==> src/rtl/systolic_pkg.sv <==
// Shared types for the systolic operand feeder. No logic, so no latency or backpressure.
package systolic_pkg;

    typedef enum logic [1:0] {
        IDLE   = 2'd0,
        FETCH  = 2'd1,
        BUFFER = 2'd2,
        STREAM = 2'd3
    } feeder_state_t;

    localparam int DEF_MATRIX_SIZE = 4;
    localparam int DEF_DATA_WIDTH  = 16;
    localparam int ARRAY_SIZE      = 2 * DEF_MATRIX_SIZE - 1;

    typedef logic [DEF_MATRIX_SIZE-1:0][DEF_DATA_WIDTH-1:0] lane_vec_t;

endpackage

==> src/rtl/systolic_skew_line.sv <==
// Zero-reset delay chain of DEPTH stages; latency DEPTH cycles (DEPTH=0 is a wire).
// No backpressure: shifts every cycle.
module skew_line #(
    parameter int DEPTH      = 1,
    parameter int DATA_WIDTH = 16
) (
    input  logic                  clk,
    input  logic                  reset,
    input  logic [DATA_WIDTH-1:0] d_i,
    output logic [DATA_WIDTH-1:0] q_o
);

    generate
        if (DEPTH == 0) begin : g_wire
            logic unused_clk_rst;
            assign unused_clk_rst = clk ^ reset;
            assign q_o = d_i;
        end else begin : g_chain
            logic [DEPTH-1:0][DATA_WIDTH-1:0] sh_q;

            always_ff @(posedge clk) begin
                if (reset) begin
                    sh_q <= '0;
                end else begin
                    sh_q[0] <= d_i;
                    for (int i = 1; i < DEPTH; i++) begin
                        sh_q[i] <= sh_q[i-1];
                    end
                end
            end

            assign q_o = sh_q[DEPTH-1];
        end
    endgenerate

endmodule

==> src/rtl/systolic_skew_feeder.sv <==
// Fetches an NxN tile per channel from BRAM and emits diagonally skewed lanes (row or column order).
// Latency: first element 2+RD_LAT cycles after start (+N in transpose); no backpressure, start ignored while busy.
module systolic_skew_feeder
    import systolic_pkg::*;
#(
    parameter int MATRIX_SIZE = DEF_MATRIX_SIZE,
    parameter int DATA_WIDTH  = DEF_DATA_WIDTH,
    parameter int VECTOR      = 2,
    parameter int BRAM_DEPTH  = 2,
    parameter int RD_LAT      = 1
) (
    input  logic                                                 clk,
    input  logic                                                 reset,
    input  logic                                                 start,
    input  logic                                                 mode,
    input  logic [BRAM_DEPTH-1:0]                                base_addr,
    output logic                                                 bram_en,
    output logic [BRAM_DEPTH-1:0]                                bram_addr,
    input  logic [VECTOR-1:0][MATRIX_SIZE*DATA_WIDTH-1:0]        bram_dout,
    output logic [VECTOR-1:0][MATRIX_SIZE-1:0][DATA_WIDTH-1:0]   lane_out,
    output logic                                                 out_valid,
    output logic                                                 compute_start,
    output logic                                                 busy,
    output logic                                                 done
);

    localparam int N  = MATRIX_SIZE;
    localparam int IW = (N > 1) ? $clog2(N) : 1;
    localparam int CW = $clog2(3 * N);
    localparam logic [IW-1:0] LAST_IDX = IW'(N - 1);
    localparam logic [CW-1:0] LAST_WIN = CW'(3 * N - 3);

    feeder_state_t           state_q, state_d;
    logic                    mode_q, mode_d;
    logic [BRAM_DEPTH-1:0]   base_q, base_d;
    logic [IW-1:0]           fetch_q, fetch_d;
    logic [IW-1:0]           row_q, row_d;
    logic [IW-1:0]           col_q, col_d;
    logic                    col_act_q, col_act_d;
    logic [CW-1:0]           win_q, win_d;
    logic                    win_act_q, win_act_d;
    logic                    done_q, done_d;
    logic [RD_LAT-1:0]       en_pipe_q;

    logic row_vld, row_last, win_start, win_end;

    // A returning read is marked by the enable delayed by the BRAM latency.
    assign row_vld   = en_pipe_q[RD_LAT-1];
    assign row_last  = row_vld && (row_q == LAST_IDX);
    assign win_start = mode_q ? (col_act_q && (col_q == '0)) : (row_vld && (row_q == '0));
    assign win_end   = win_act_q && (win_q == LAST_WIN);

    always_comb begin
        state_d = state_q;
        mode_d  = mode_q;
        base_d  = base_q;
        fetch_d = fetch_q;
        bram_en = 1'b0;
        case (state_q)
            IDLE: begin
                if (start && !done_q) begin
                    state_d = FETCH;
                    mode_d  = mode;
                    base_d  = base_addr;
                    fetch_d = '0;
                end
            end
            FETCH: begin
                bram_en = 1'b1;
                fetch_d = fetch_q + IW'(1);
                if (fetch_q == LAST_IDX) begin
                    fetch_d = '0;
                    state_d = mode_q ? BUFFER : STREAM;
                end
            end
            BUFFER: begin
                if (row_last) begin
                    state_d = STREAM;
                end
            end
            STREAM: begin
                if (win_end) begin
                    state_d = IDLE;
                end
            end
            default: state_d = IDLE;
        endcase
    end

    always_comb begin
        row_d     = row_q;
        col_d     = col_q;
        col_act_d = col_act_q;
        win_d     = win_q;
        win_act_d = win_act_q;
        done_d    = win_end;
        if (row_vld) begin
            row_d = row_last ? '0 : row_q + IW'(1);
        end
        // Column streaming begins the cycle after the last row lands in the tile buffer.
        if (mode_q && row_last) begin
            col_act_d = 1'b1;
            col_d     = '0;
        end else if (col_act_q) begin
            if (col_q == LAST_IDX) begin
                col_act_d = 1'b0;
                col_d     = '0;
            end else begin
                col_d = col_q + IW'(1);
            end
        end
        if (win_start) begin
            win_act_d = 1'b1;
            win_d     = '0;
        end else if (win_end) begin
            win_act_d = 1'b0;
            win_d     = '0;
        end else if (win_act_q) begin
            win_d = win_q + CW'(1);
        end
    end

    always_ff @(posedge clk) begin
        if (reset) begin
            state_q   <= IDLE;
            mode_q    <= 1'b0;
            base_q    <= '0;
            fetch_q   <= '0;
            row_q     <= '0;
            col_q     <= '0;
            col_act_q <= 1'b0;
            win_q     <= '0;
            win_act_q <= 1'b0;
            done_q    <= 1'b0;
            en_pipe_q <= '0;
        end else begin
            state_q   <= state_d;
            mode_q    <= mode_d;
            base_q    <= base_d;
            fetch_q   <= fetch_d;
            row_q     <= row_d;
            col_q     <= col_d;
            col_act_q <= col_act_d;
            win_q     <= win_d;
            win_act_q <= win_act_d;
            done_q    <= done_d;
            en_pipe_q[0] <= bram_en;
            for (int i = 1; i < RD_LAT; i++) begin
                en_pipe_q[i] <= en_pipe_q[i-1];
            end
        end
    end

    assign bram_addr     = bram_en ? (base_q + BRAM_DEPTH'(fetch_q)) : '0;
    assign busy          = (state_q != IDLE);
    assign done          = done_q;
    assign out_valid     = win_act_q;
    assign compute_start = win_act_q && (win_q == '0);

    for (genvar v = 0; v < VECTOR; v++) begin : g_ch
        logic [N-1:0][N-1:0][DATA_WIDTH-1:0] tile_q;
        logic [N-1:0][DATA_WIDTH-1:0]        row_w, col_w, cap_d, cap_q;

        assign row_w = bram_dout[v];

        always_comb begin
            col_w = '0;
            for (int j = 0; j < N; j++) begin
                col_w[j] = tile_q[j][col_q];
            end
        end

        always_comb begin
            cap_d = '0;
            if (mode_q) begin
                if (col_act_q) begin
                    cap_d = col_w;
                end
            end else if (row_vld) begin
                cap_d = row_w;
            end
        end

        always_ff @(posedge clk) begin
            if (reset) begin
                tile_q <= '0;
                cap_q  <= '0;
            end else begin
                cap_q <= cap_d;
                if (mode_q && row_vld) begin
                    tile_q[row_q] <= row_w;
                end
            end
        end

        for (genvar j = 0; j < N; j++) begin : g_lane
            skew_line #(
                .DEPTH      (j),
                .DATA_WIDTH (DATA_WIDTH)
            ) u_skew (
                .clk   (clk),
                .reset (reset),
                .d_i   (cap_q[j]),
                .q_o   (lane_out[v][j])
            );
        end
    end

endmodule

==> config.mk <==
export PLATFORM = sky130hd
export DESIGN_NAME = systolic_skew_feeder
export DESIGN_NICKNAME = d
export VERILOG_FILES = /design/src/rtl/systolic_pkg.sv /design/src/rtl/systolic_skew_line.sv /design/src/rtl/systolic_skew_feeder.sv
export SDC_FILE = /design/constraint.sdc
export NUM_CORES = 2
export LEC_CHECK = 0
export CELL_PAD_IN_SITES_DETAIL_PLACEMENT = 0
export CELL_PAD_IN_SITES_GLOBAL_PLACEMENT = 1
export CORE_MARGIN = 2
export CORE_UTILIZATION = 30
export CTS_BUF_LIST = sky130_fd_sc_hd__clkbuf_8
export DETAILED_ROUTE_END_ITERATION = 10
export GPL_TIMING_DRIVEN = 0
export PLACE_DENSITY_LB_ADDON = 0.1
export SYNTH_ARGS = -nofsm -noshare
export SYNTH_HDL_FRONTEND = slang
export SYNTH_SLANG_ARGS = --single-unit
==> constraint.sdc <==
create_clock -name clk -period 1.87 [get_ports clk]
set_input_delay 0.2805 -clock clk [delete_from_list [all_inputs] [get_ports clk]]
set_output_delay 0.2805 -clock clk [all_outputs]
set_load 0.05 [all_outputs]
==> impl_metrics.csv <==
group,metric,value,unit
cells_and_area,final_util,0.382,
grt,grt_pass1_vias,25400,
sta,finClkSkew,0.0493,ns
floorplanning,core,105000,µm²
cts,clk_pin_slew,0.06,ns
floorplanning,die_area,108000,µm²
grt,gr-total-overflow,0,
critical_path,path_cells,"ha_4 -> xnor2_2 -> xnor2_2 -> and2_1 -> buf_6",
sta,fin_setup_tns,-0.842,ns
critical_path,path_class,"reg -> out",
sta,slew_violations,0,
cells_and_area,fill_cells,11000,
critical_path,crit_start,"fetch_q[0]",
cts,clkLatencyLatePin,0.85,ns
critical_path,crit_path_frequent_cell,"xnor2_2",
critical_path,worstSetupEndpointType,"output pin",
sta,setup_viol,6,
yosys,synth-async-reset-ratio,0,
place,place_hpwl,94400,µm
cts,numCtsBuffers,153,
sta,rsz0062_at_grt,"yes",
cells_and_area,final_common_cell,"nand2_1",
routing,post_drt_wl_per_cell,24.7,µm
cells_and_area,mostFrequentLayoutCells,"nand2_1, dfxtp_1, a21oi_1",
critical_path,cp_slowest_cell,"dfxtp_2",
power_and_ir_drop,finalPower,0.0411,W
yosys,ys.flop_type,"dfxtp_1",
routing,ant_nets,0,
sta,fmax,0.451,GHz
grt,antenna_found_initial,12,
job,max-cap-violations,0,
routing,drt_wl_total,133000,µm
worst_hold_path,min_path_type,"in -> reg",
floorplanning,initial_core_util,0.301,
grt,grt_max_degree,20,
routing,vias_per_cell,4.88,
sta,tightestPinTransition,1.17,ns
yosys,synthDistinctLibCells,34,
yosys,synth-seq-area-share,0.539,
cts,clockBufferDepth,3,
grt,grtUsageTotal,0.245,
sta,slew_headroom,0.222,
sta,whs,0.0808,ns
floorplanning,fp.dieH,329,µm
routing,drt_iter0_drc,2087,
cells_and_area,area_growth,26.6,%
grt,grt_pass1_wl,188000,µm
yosys,synth_area,31600,µm²
cts,cts_tree,"done",
critical_path,crit_path_max_incr_delay,0.34,ns
critical_path,arrival,1.94,ns
place,place.gp.congestion,0.830,
outcome,violations,"negative setup slack",
yosys,syn_nets,3578,
critical_path,cp_max_fo,2,
sta,setup_slack,-0.349,ns
floorplanning,die_x,329,µm
routing,drc_errors,0,
yosys,syn_inst,3429,
cts,clock_sinks,851,
cts,root_buffer,"clkbuf_8",
sta,period_share,1.19,
power_and_ir_drop,total_leakage_power,14.3,nW
cts,htreeDepth,4,
yosys,ys_ff_latch,851,
sta,hold_viol_final,0,
yosys,synth_area_per_cell,9.21,µm²
sta,period_needed,2.22,ns
yosys,synth_edf_count,0,
place,pre_cts_ws,-0.786,ns
worst_hold_path,min_from,"reset",
place,port_buffers,267,
floorplanning,rows,119,
power_and_ir_drop,peakVddDrop,508,µV
routing,vias,26300,
outcome,status,"complete, but fails checks",
critical_path,startpoint_type,"flop",
cells_and_area,drive_gt1_frac,0.223,
power_and_ir_drop,power.density,1030,nW/µm²
routing,firstDrtPassIters,5,
critical_path,r2r-start,"col_q[0]",
floorplanning,ioPinCount,269,
critical_path,worstPathRequired,1.59,ns
cells_and_area,nets,4025,
yosys,yosys_warnings,0,
==> area by class of cell <==
type | instances | area (µm²) | share of cell area
timing repair buffer | 295 | 2640 | 0.0660
multi-input combinational | 2205 | 13000 | 0.325
buffer | 361 | 2340 | 0.0586
inverter | 9 | 36.3 | 0.000907
tap | 1391 | 1740 | 0.0435
clock inverter | 78 | 519 | 0.0130
sequential | 851 | 17100 | 0.426
clock buffer | 195 | 2680 | 0.0671
antenna | 3 | 7.51 | 0.000188
==> repair_timing <==
action                                  CTS  global route
gates resized for setup                 819           129
hold buffers                              2             0
endpoints found under the hold margin     2             0
pin swaps                                12            20
endpoints found under the setup margin  740           480
setup buffers                            16             5
cloned                                    6             3
==> cell usage after synthesis, drive strengths merged (2+ instances only) <==
cell type	count	area share
and3	4	0.00079
nand2b	3	0.00059
buf	232	0.046
mux2i	5	0.0016
inv	9	0.0011
a22oi	129	0.031
nand3	9	0.0014
ha	15	0.0059
a21oi	522	0.083
nor3	2	0.00032
nand3b	2	0.00048
nor2b	197	0.039
and2	3	0.00059
dfxtp	851	0.54
o21ai	3	0.00048
xnor2	2	0.00055
a32oi	2	0.00055
nor2	138	0.016
clkbuf	132	0.016
mux4	128	0.091
nand2	1032	0.12
==> through the flow <==
step | cell area, µm² | std cells
detailed placement | 36000 | 5087
global route | 40000 | 5386
CTS | 39600 | 5381
global placement | 36000 | 5087
floorplan | 31600 | 3429
finish | 40000 | 5388
==> cells by family (layout without fill, tap and decap cells) <==
kind of cell,count (synthesis),count (layout),share of synthesized area
AND/OR/NAND/NOR,1394,1394,0.183
flip-flops,851,851,0.539
AO/OA/AOI/OAI,660,660,0.116
buffers and inverters,373,938,0.0623
multiplexers,134,134,0.0932
adder cells (fa/ha/maj),15,15,0.00594
XOR/XNOR,2,2,0.000554
other,0,3,0
==> critical path, delay by kind of cell, from the launching register on <==
| family | cells | cell delay [ns] |
|---|---|---|
| flip-flops | 1 | 0.34 |
| buffers and inverters | 1 | 0.15 |
| XOR/XNOR | 2 | 0.31 |
| adder cells (fa/ha/maj) | 1 | 0.16 |
| AND/OR/NAND/NOR | 1 | 0.16 |
==> worst paths after layout <==
| check | to | slack [ns] | depth (start not counted) |
|---|---|---|---|
| setup reg to reg | g_ch[0].cap_q[45] | -0.05 | 6 |
| hold reg to reg | g_ch[0].g_lane[3].u_skew.g_chain.sh_q[23] | 0.43 | 1 |
| setup / recovery | bram_addr[1] | -0.35 | 5 |
| hold / removal | win_q[0] | 0.08 | 3 |
==> where the power goes <==
part / switching [W] / internal, W
Combinational: 0.00268 / 0.00135
Clock: 0.00824 / 0.0101
Sequential: 0.000161 / 0.0185
Total: 0.0111 / 0.0300
==> metal layers <==
metal / up-vias / wire length (µm) / track usage
met2: 925 / 59500 / 0.377
met1: 12900 / 61100 / 0.345
met5: - / 32 / 0
met3: 222 / 9030 / 0.0465
met4: 4 / 3620 / 0.0774
li1: 12300 / - / -
==> sequential cells by signal, summed over array words and instances (netlist names), 2 cells and up <==
signal,count
row_q,2
g_ch.cap_q,128
win_q,4
state_q,2
g_ch.g_lane.u_skew.q_o,96
g_ch.g_lane.u_skew.g_chain.sh_q,96
col_q,2
fetch_q,2
base_q,2
g_ch.tile_q,512
Power figures use the tool's default switching activity.
